## config.mk

```make
export PLATFORM = sky130hd
export DESIGN_NAME = counter_seq
export DESIGN_NICKNAME = d
export VERILOG_FILES = /design/src/rtl/counter_seq.sv
export SDC_FILE = /design/constraint.sdc
export NUM_CORES = 1
export LEC_CHECK = 0
export BUFFER_PORTS_ARGS = -buffer_cell sky130_fd_sc_hd__clkbuf_2
export CORE_MARGIN = 2
export CORE_UTILIZATION = 32
export CTS_BUF_LIST = sky130_fd_sc_hd__clkbuf_8 sky130_fd_sc_hd__clkbuf_16
export CTS_CLUSTER_DIAMETER = 50
export CTS_CLUSTER_SIZE = 8
export DETAILED_ROUTE_END_ITERATION = 16
export GPL_TIMING_DRIVEN = 0
export PLACE_DENSITY_LB_ADDON = 0.25
export SLEW_MARGIN = 40
export SYNTH_ARGS = -nofsm -noshare
export SYNTH_HDL_FRONTEND = slang
export SYNTH_SLANG_ARGS = --single-unit
```

## constraint.sdc

```tcl
create_clock -name clk -period 3.1 [get_ports clk]
set_input_delay 0.31 -clock clk [delete_from_list [all_inputs] [get_ports clk]]
set_output_delay 0.31 -clock clk [all_outputs]
set_load 0.01 [all_outputs]
```

## src/rtl/counter_seq.sv

```systemverilog
// Command sequencer for an up/down counter: accepts LOAD/UP/DOWN/HOLD commands,
// drives the counter cycle-accurately, and reports wraps and final-count mismatches.
module counter_seq #(
    parameter int unsigned WIDTH = 4,
    parameter int unsigned LEN_W = 8
) (
    input  logic             clk,
    input  logic             rst,
    input  logic             cmd_valid,
    output logic             cmd_ready,
    input  logic [1:0]       cmd_op,
    input  logic [WIDTH-1:0] cmd_val,
    input  logic [LEN_W-1:0] cmd_len,
    input  logic [WIDTH-1:0] count,
    output logic             load_en,
    output logic [WIDTH-1:0] load,
    output logic             down,
    output logic             busy,
    output logic             done,
    output logic [LEN_W-1:0] wrap_cnt,
    output logic             err
);

    typedef enum logic [1:0] {
        ST_IDLE = 2'b00,
        ST_LOAD = 2'b01,
        ST_RUN  = 2'b10,
        ST_DONE = 2'b11
    } state_t;

    typedef enum logic [1:0] {
        OP_LOAD = 2'b00,
        OP_UP   = 2'b01,
        OP_DOWN = 2'b10,
        OP_HOLD = 2'b11
    } op_t;

    state_t           r_state;
    op_t              r_op;
    logic [WIDTH-1:0] r_val;
    logic [WIDTH-1:0] r_exp;
    logic [LEN_W-1:0] r_rem;
    logic [LEN_W-1:0] r_wrap;

    logic [WIDTH-1:0] w_len_mod;
    logic             w_wrap;
    op_t              w_op;

    // Step length reduced mod 2^WIDTH for the expected-final-value arithmetic.
    assign w_len_mod = WIDTH'(cmd_len);
    assign w_op      = op_t'(cmd_op);
    assign w_wrap    = ((r_op == OP_UP)   && (count == '1)) ||
                       ((r_op == OP_DOWN) && (count == '0));
    assign wrap_cnt  = r_wrap;

    always_ff @(posedge clk) begin
        if (rst) begin
            r_state <= ST_IDLE;
            r_wrap  <= '0;
        end else begin
            case (r_state)
                ST_IDLE: begin
                    if (cmd_valid) begin
                        r_op   <= w_op;
                        r_val  <= cmd_val;
                        r_rem  <= cmd_len;
                        r_wrap <= '0;
                        case (w_op)
                            OP_LOAD: r_exp <= cmd_val;
                            OP_UP:   r_exp <= count + w_len_mod;
                            OP_DOWN: r_exp <= count - w_len_mod;
                            default: r_exp <= count;
                        endcase
                        if (w_op == OP_LOAD)
                            r_state <= ST_LOAD;
                        else if (cmd_len == '0)
                            r_state <= ST_DONE;
                        else
                            r_state <= ST_RUN;
                    end
                end
                ST_LOAD: r_state <= ST_DONE;
                ST_RUN: begin
                    if (w_wrap && (r_wrap != '1))
                        r_wrap <= r_wrap + LEN_W'(1);
                    if (r_rem == LEN_W'(1))
                        r_state <= ST_DONE;
                    else
                        r_rem <= r_rem - LEN_W'(1);
                end
                ST_DONE: r_state <= ST_IDLE;
                default: r_state <= ST_IDLE;
            endcase
        end
    end

    // Outputs decode from state; reset forces them low in the same cycle.
    always_comb begin
        cmd_ready = 1'b0;
        busy      = 1'b0;
        done      = 1'b0;
        err       = 1'b0;
        load_en   = 1'b0;
        load      = '0;
        down      = 1'b0;
        if (!rst) begin
            case (r_state)
                ST_IDLE: begin
                    cmd_ready = 1'b1;
                    load_en   = 1'b1;
                    load      = count;
                end
                ST_LOAD: begin
                    busy    = 1'b1;
                    load_en = 1'b1;
                    load    = r_val;
                end
                ST_RUN: begin
                    busy = 1'b1;
                    if (r_op == OP_DOWN) begin
                        down = 1'b1;
                    end else if (r_op == OP_HOLD) begin
                        load_en = 1'b1;
                        load    = count;
                    end
                end
                ST_DONE: begin
                    busy    = 1'b1;
                    done    = 1'b1;
                    err     = (count != r_exp);
                    load_en = 1'b1;
                    load    = count;
                end
                default: ;
            endcase
        end
    end

endmodule

```

**After elaboration in Yosys (flattened, before gate mapping)**

Cells that the tools add are included.

- Output and inout port bits: 18
- Word-level logic and storage cells: 74
- Register bits after elaboration: 28

- Bitwise logic cells: 1
- Reduce and logical (&&, ||, !) cells: 16
- Mux-type cells: 31
- Add/subtract/negate cells: 4
- Equal/unequal tests: 16

Operators with widths:

| kind | number |
|---|---|
| $mux 8 | 4 |
| $pmux 8 s2 | 2 |
| $pmux 4 s3 | 2 |
| $mux 1 | 15 |
| $mux 4 | 3 |
| $eq 2x2->1 const B | 5 |
| $add 8x1->8 const B | 1 |
| $eq 8x1->1 const B | 1 |
| $logic_not 8->1 | 1 |
| $ne 2x2->1 const B | 4 |
| $ne 8x8->1 const B | 1 |
| $pmux 2 s4 | 1 |
| $sub 8x1->8 const B | 1 |
| $eq 2x1->1 const B | 3 |
| $mux 2 | 3 |
| $reduce_and 3->1 | 2 |
| $reduce_or 3->1 | 2 |
| $add 4x4->4 | 1 |
| $eq 4x4->1 const B | 1 |
| $logic_not 2->1 | 2 |
| $logic_not 4->1 | 1 |
| $ne 4x4->1 | 1 |
| $reduce_and 4->1 | 1 |
| $sub 4x4->4 | 1 |
| other kinds (7) | 9 |

**Logic depth before layout (Yosys ltp)**

- Depth after elaboration: 6
- Depth in mapped cells: 9

**Worst setup path before layout**

No wires, ideal clock.

- Kind: register to register
- Start point: reg r_state[0]
- End point: reg r_rem[0], enable pin
- Stages on the path, launching flop included: 6
- Library setup time: 0.419 ns
- Clock period less this slack: 2.842 ns
- Data required time: 2.681 ns
- Setup slack: 0.258 ns
- Data arrival time: 2.422 ns
- Path buffers: 0
- Cell sequence: dfxtp_1 inv_1 ha_1 inv_1 nor2_1 a2111oi_0

- Cells in the longest elaborated chain, start to end: 3
- Elaborated cells between the ends (all ways): 6
- Classes of those cells: eq/ne: 3; reduce/logical: 3

Ends and longest elaborated chain:

| element | line | source |
|---|---|---|
| start: declaration | 38 | `state_t r_state;` |
| start signal: assignment | 58 | `r_state <= ST_IDLE;` |
| start signal: assignment | 75 | `r_state <= ST_LOAD;` |
| start signal: assignment | 77 | `r_state <= ST_DONE;` |
| $eq 2x2->1 or $logic_not 2->1 (tied branches) | 61 | `case (r_state)` |
| $ne 2x2->1 (no source line) or $reduce_bool 2->1 (tied branches) | -- |  |
| $reduce_and 4->1 (no source line) (*) | -- |  |
| end signal: assignment | 66 | `r_rem <= cmd_len;` |
| end signal: assignment | 89 | `r_rem <= r_rem - LEN_W'(1);` |
| end: declaration | 42 | `logic [LEN_W-1:0] r_rem;` |

Mark *: on every way between the ends. The rest lies on a longest branch, timed or not.
A chain may end at the register's enable or synchronous reset.

**Worst setup path after layout**

- Start point: reg r_state[0]
- End point: out load[2]

- Cells in the longest elaborated chain, start to end: 4
- Elaborated cells between the ends (all ways): 7
- Classes of those cells: eq/ne: 3; mux: 2; reduce/logical: 2

Ends and longest elaborated chain:

| element | line | source |
|---|---|---|
| $eq 2x2->1 or $logic_not 2->1 (tied branches) | 107 | `case (r_state)` |
| $reduce_or 2->1 (no source line) | -- |  |
| $pmux 4 s3 (*) | 107 |  |
| $mux 4 (*) | 106 | `if (!rst) begin` |
| end: declaration | 16 | `output logic [WIDTH-1:0] load,` |

Marked as above.

==> results_dict.tcl <==
set metrics [dict create \
    status "finished, final reports clean" \
    skew_ns 0.00866 \
    maxCapViolCount 0 \
    die_x_um 82.9 \
    start_util 0.334 \
    drive_gt1_frac 0.205 \
    startpoint_type "register" \
    min_period_ns 2.62 \
    ys_warn_count 0 \
    worst_pin_slew_ns 0.614 \
    dr.pass1.iters 4 \
    crit_arrival_ns 2.31 \
    reg2regPathDepth 6 \
    max_stage_delay_ns 0.44 \
    viasPerCell 5.12 \
    hold_viol_final 0 \
    grt_max_degree 16 \
    cts_max_level 1 \
    holdWs_ns 0.222 \
    remaining_drc_errors 0 \
    setup_violations 0 \
    hold_buffers 0 \
    clock-sinks 28 \
    ctsLongestPathBuffers 2 \
    layout.cells.most_common_list "38 x clkbuf_2, 22 x nor2_1, 20 x inv_1" \
    synth.distinct_cells 47 \
    grt_first_pass_wirelength_mm 7.84 \
    cts_buffers 3 \
    dp_cells 325 \
    synth_top_area_cell "edfxtp_1" \
    antenna_left 0 \
    r2r_slack_ns 0.83 \
    path_class "register to output pin" \
    drt_iter0_drc 80 \
    seq_area_frac_synth 0.372 \
    grtUsageTotal 0.140 \
    whs_path_depth 1 \
    worst-path-max-fanout 10 \
    fin_nets 292 \
    hpwl_mm 3.70 \
    post_cts_resize_count 0 \
    p_leak_nw 0.943 \
    peakVddDrop_mv 0.223 \
    first_global_vias 1671 \
    cts_tree "done" \
    die-area_mm2 0.00687 \
    rr_startpoint "r_state[0]$_SDFFE_PP0P_" \
    rsz0062_at_grt "false" \
    synth.area.top_cells "edfxtp_1 27%, dfxtp_1 10%, ha_1 9.4%, a21oi_1 4.3%, nor2_1 4.1%" \
    vias 1683 \
    worstPathRequired_ns 2.79 \
    cpMaxStageDelayCell "clkbuf_1" \
    fin_cells 329 \
    port_buffers 38 \
    synthCells 210 \
    core_mm2 0.00596 \
    reg2reg_to "r_rem[1]$_DFFE_PP_" \
    synthToLayoutAreaGrowth_pct 18.1 \
    place_area_mm2 0.00230 \
    diodes 0 \
    path_clk_slew_ns 0.11 \
    path_cells "inv_1 -> ha_1 -> clkbuf_1 -> nand3_1 -> a21oi_1 -> a22oi_1 -> nor2_1 -> clkbuf_2" \
    layout_commonest_cell "clkbuf_2" \
    fmax_ghz 0.381 \
    synthArstFlopShare 0 \
    synth-seq-cells 28 \
    fp-row-count 28 \
    syn-num-nets 247 \
    hp-start "cmd_val[3]" \
    wire_per_inst_um 14.2 \
    hold_end "r_val[3]$_DFFE_PP_" \
    syn_area_per_cell_um2 9.48 \
    power_density_mw_per_mm2 584 \
    relSlewSlack 0.589 \
    synth_edf_count 18 \
    overflow 0 \
    ys.flop_type "edfxtp_1" \
    clkLatencyLatePin_ns 0.28 \
    netlist_area_mm2 0.00199 \
    finalCritPeriodShare 0.846 \
    yosys.area.top_type_share 0.272 \
    routed_wl_mm 4.66 \
    post_cts_buffers 0 \
    cp-end-kind "output pin" \
    io_pins 39 \
    antenna_found_initial 0 \
    gp_congestion 0.802 \
    min_path_type "primary input to register" \
    die_h_um 82.9 \
    clockRootBuffer "clkbuf_8" \
    final_area_mm2 0.00235 \
    final_max_slew_viol_count 0 \
    fillers 632 \
]
cell usage after synthesis (3+ instances only):
library cell	number
nor2_1	22
edfxtp_1	18
dfxtp_1	10
o21ai_0	5
nor3_1	3
inv_1	20
ha_1	15
xor2_1	6
nand2b_1	6
nand2_1	12
xnor2_1	9
a211oi_1	4
a31oi_1	3
a22oi_1	4
nand3_1	4
a21oi_1	17
a221oi_1	3
mux2i_1	7
clkbuf_1	4
layer usage:
metal	routed length [um]	up-vias	global-route usage
li1	-	849	-
met4	70	0	0.0447
met5	0	-	0
met2	2170	36	0.238
met1	2220	793	0.182
met3	202	5	0.0239
metrics by stage:
step | TNS (ns) | worst slack, ns | total power, mW | utilization
2_1_floorplan | 0 | 0.258 | 0.960 | -
3_5_place_dp | 0 | 0.782 | 1.15 | 0.386
5_1_grt | 0 | 0.247 | 1.49 | 0.395
4_1_cts | 0 | 0.440 | 1.39 | 0.395
6_report | 0 | 0.477 | 1.37 | 0.395
3_3_place_gp | -4.26 | -0.533 | 1.12 | 0.382
how the worst max path moves through the flow:
stage                              end                     from  slack (ns)
floorplan           r_rem[0]$_DFFE_PP_  r_state[0]$_SDFFE_PP0P_        0.26
global placement    r_rem[4]$_DFFE_PP_  r_state[0]$_SDFFE_PP0P_       -0.53
detailed placement             load[2]  r_state[0]$_SDFFE_PP0P_        0.78
CTS                            load[2]  r_state[0]$_SDFFE_PP0P_        0.44
global route                   load[0]  r_state[0]$_SDFFE_PP0P_        0.25
finish                         load[2]  r_state[0]$_SDFFE_PP0P_        0.48
final cells by class:
class,instances,area (um2),area share
flip-flops and latches,28,741,0.315
multi-input cells,156,1150,0.490
clock buffers,4,55.1,0.0234
repair buffers,40,205,0.0873
plain buffers,6,30.0,0.0128
well taps,75,93.8,0.0399
inverters,20,75.1,0.0319
registers in the layout, indices dropped and copies added (netlist names):
register	cells
r_rem	8
wrap_cnt	8
r_exp	4
r_val	4
r_op	2
r_state	2
power by group:
group	switching (mW)	internal (mW)	total, mW
combinational	0.372	0.223	0.595
clock	0.123	0.114	0.237
sequential	0.0514	0.489	0.540
total	0.546	0.826	1.37
critical path, delay by kind of cell, from the launching register on:
family / cells / cell delay, ns
AOI/OAI and AO/OA: 2 / 0.45
buffers and inverters: 3 / 0.70
and+or+nand+nor: 2 / 0.25
DFF: 1 / 0.35
adders and majority gates: 1 / 0.27
logic make-up (layout without fill, tap and decap cells):
family          Yosys count  after routing  share of synthesized area
simple gates             67             67                      0.184
xor+xnor                 15             15                     0.0660
compound gates           50             50                      0.180
mux                       8              8                     0.0409
flops                    28             28                      0.372
fa+ha+maj                16             16                      0.104
buf+inv                  26             70                     0.0528
Power figures use the tool's default switching activity.
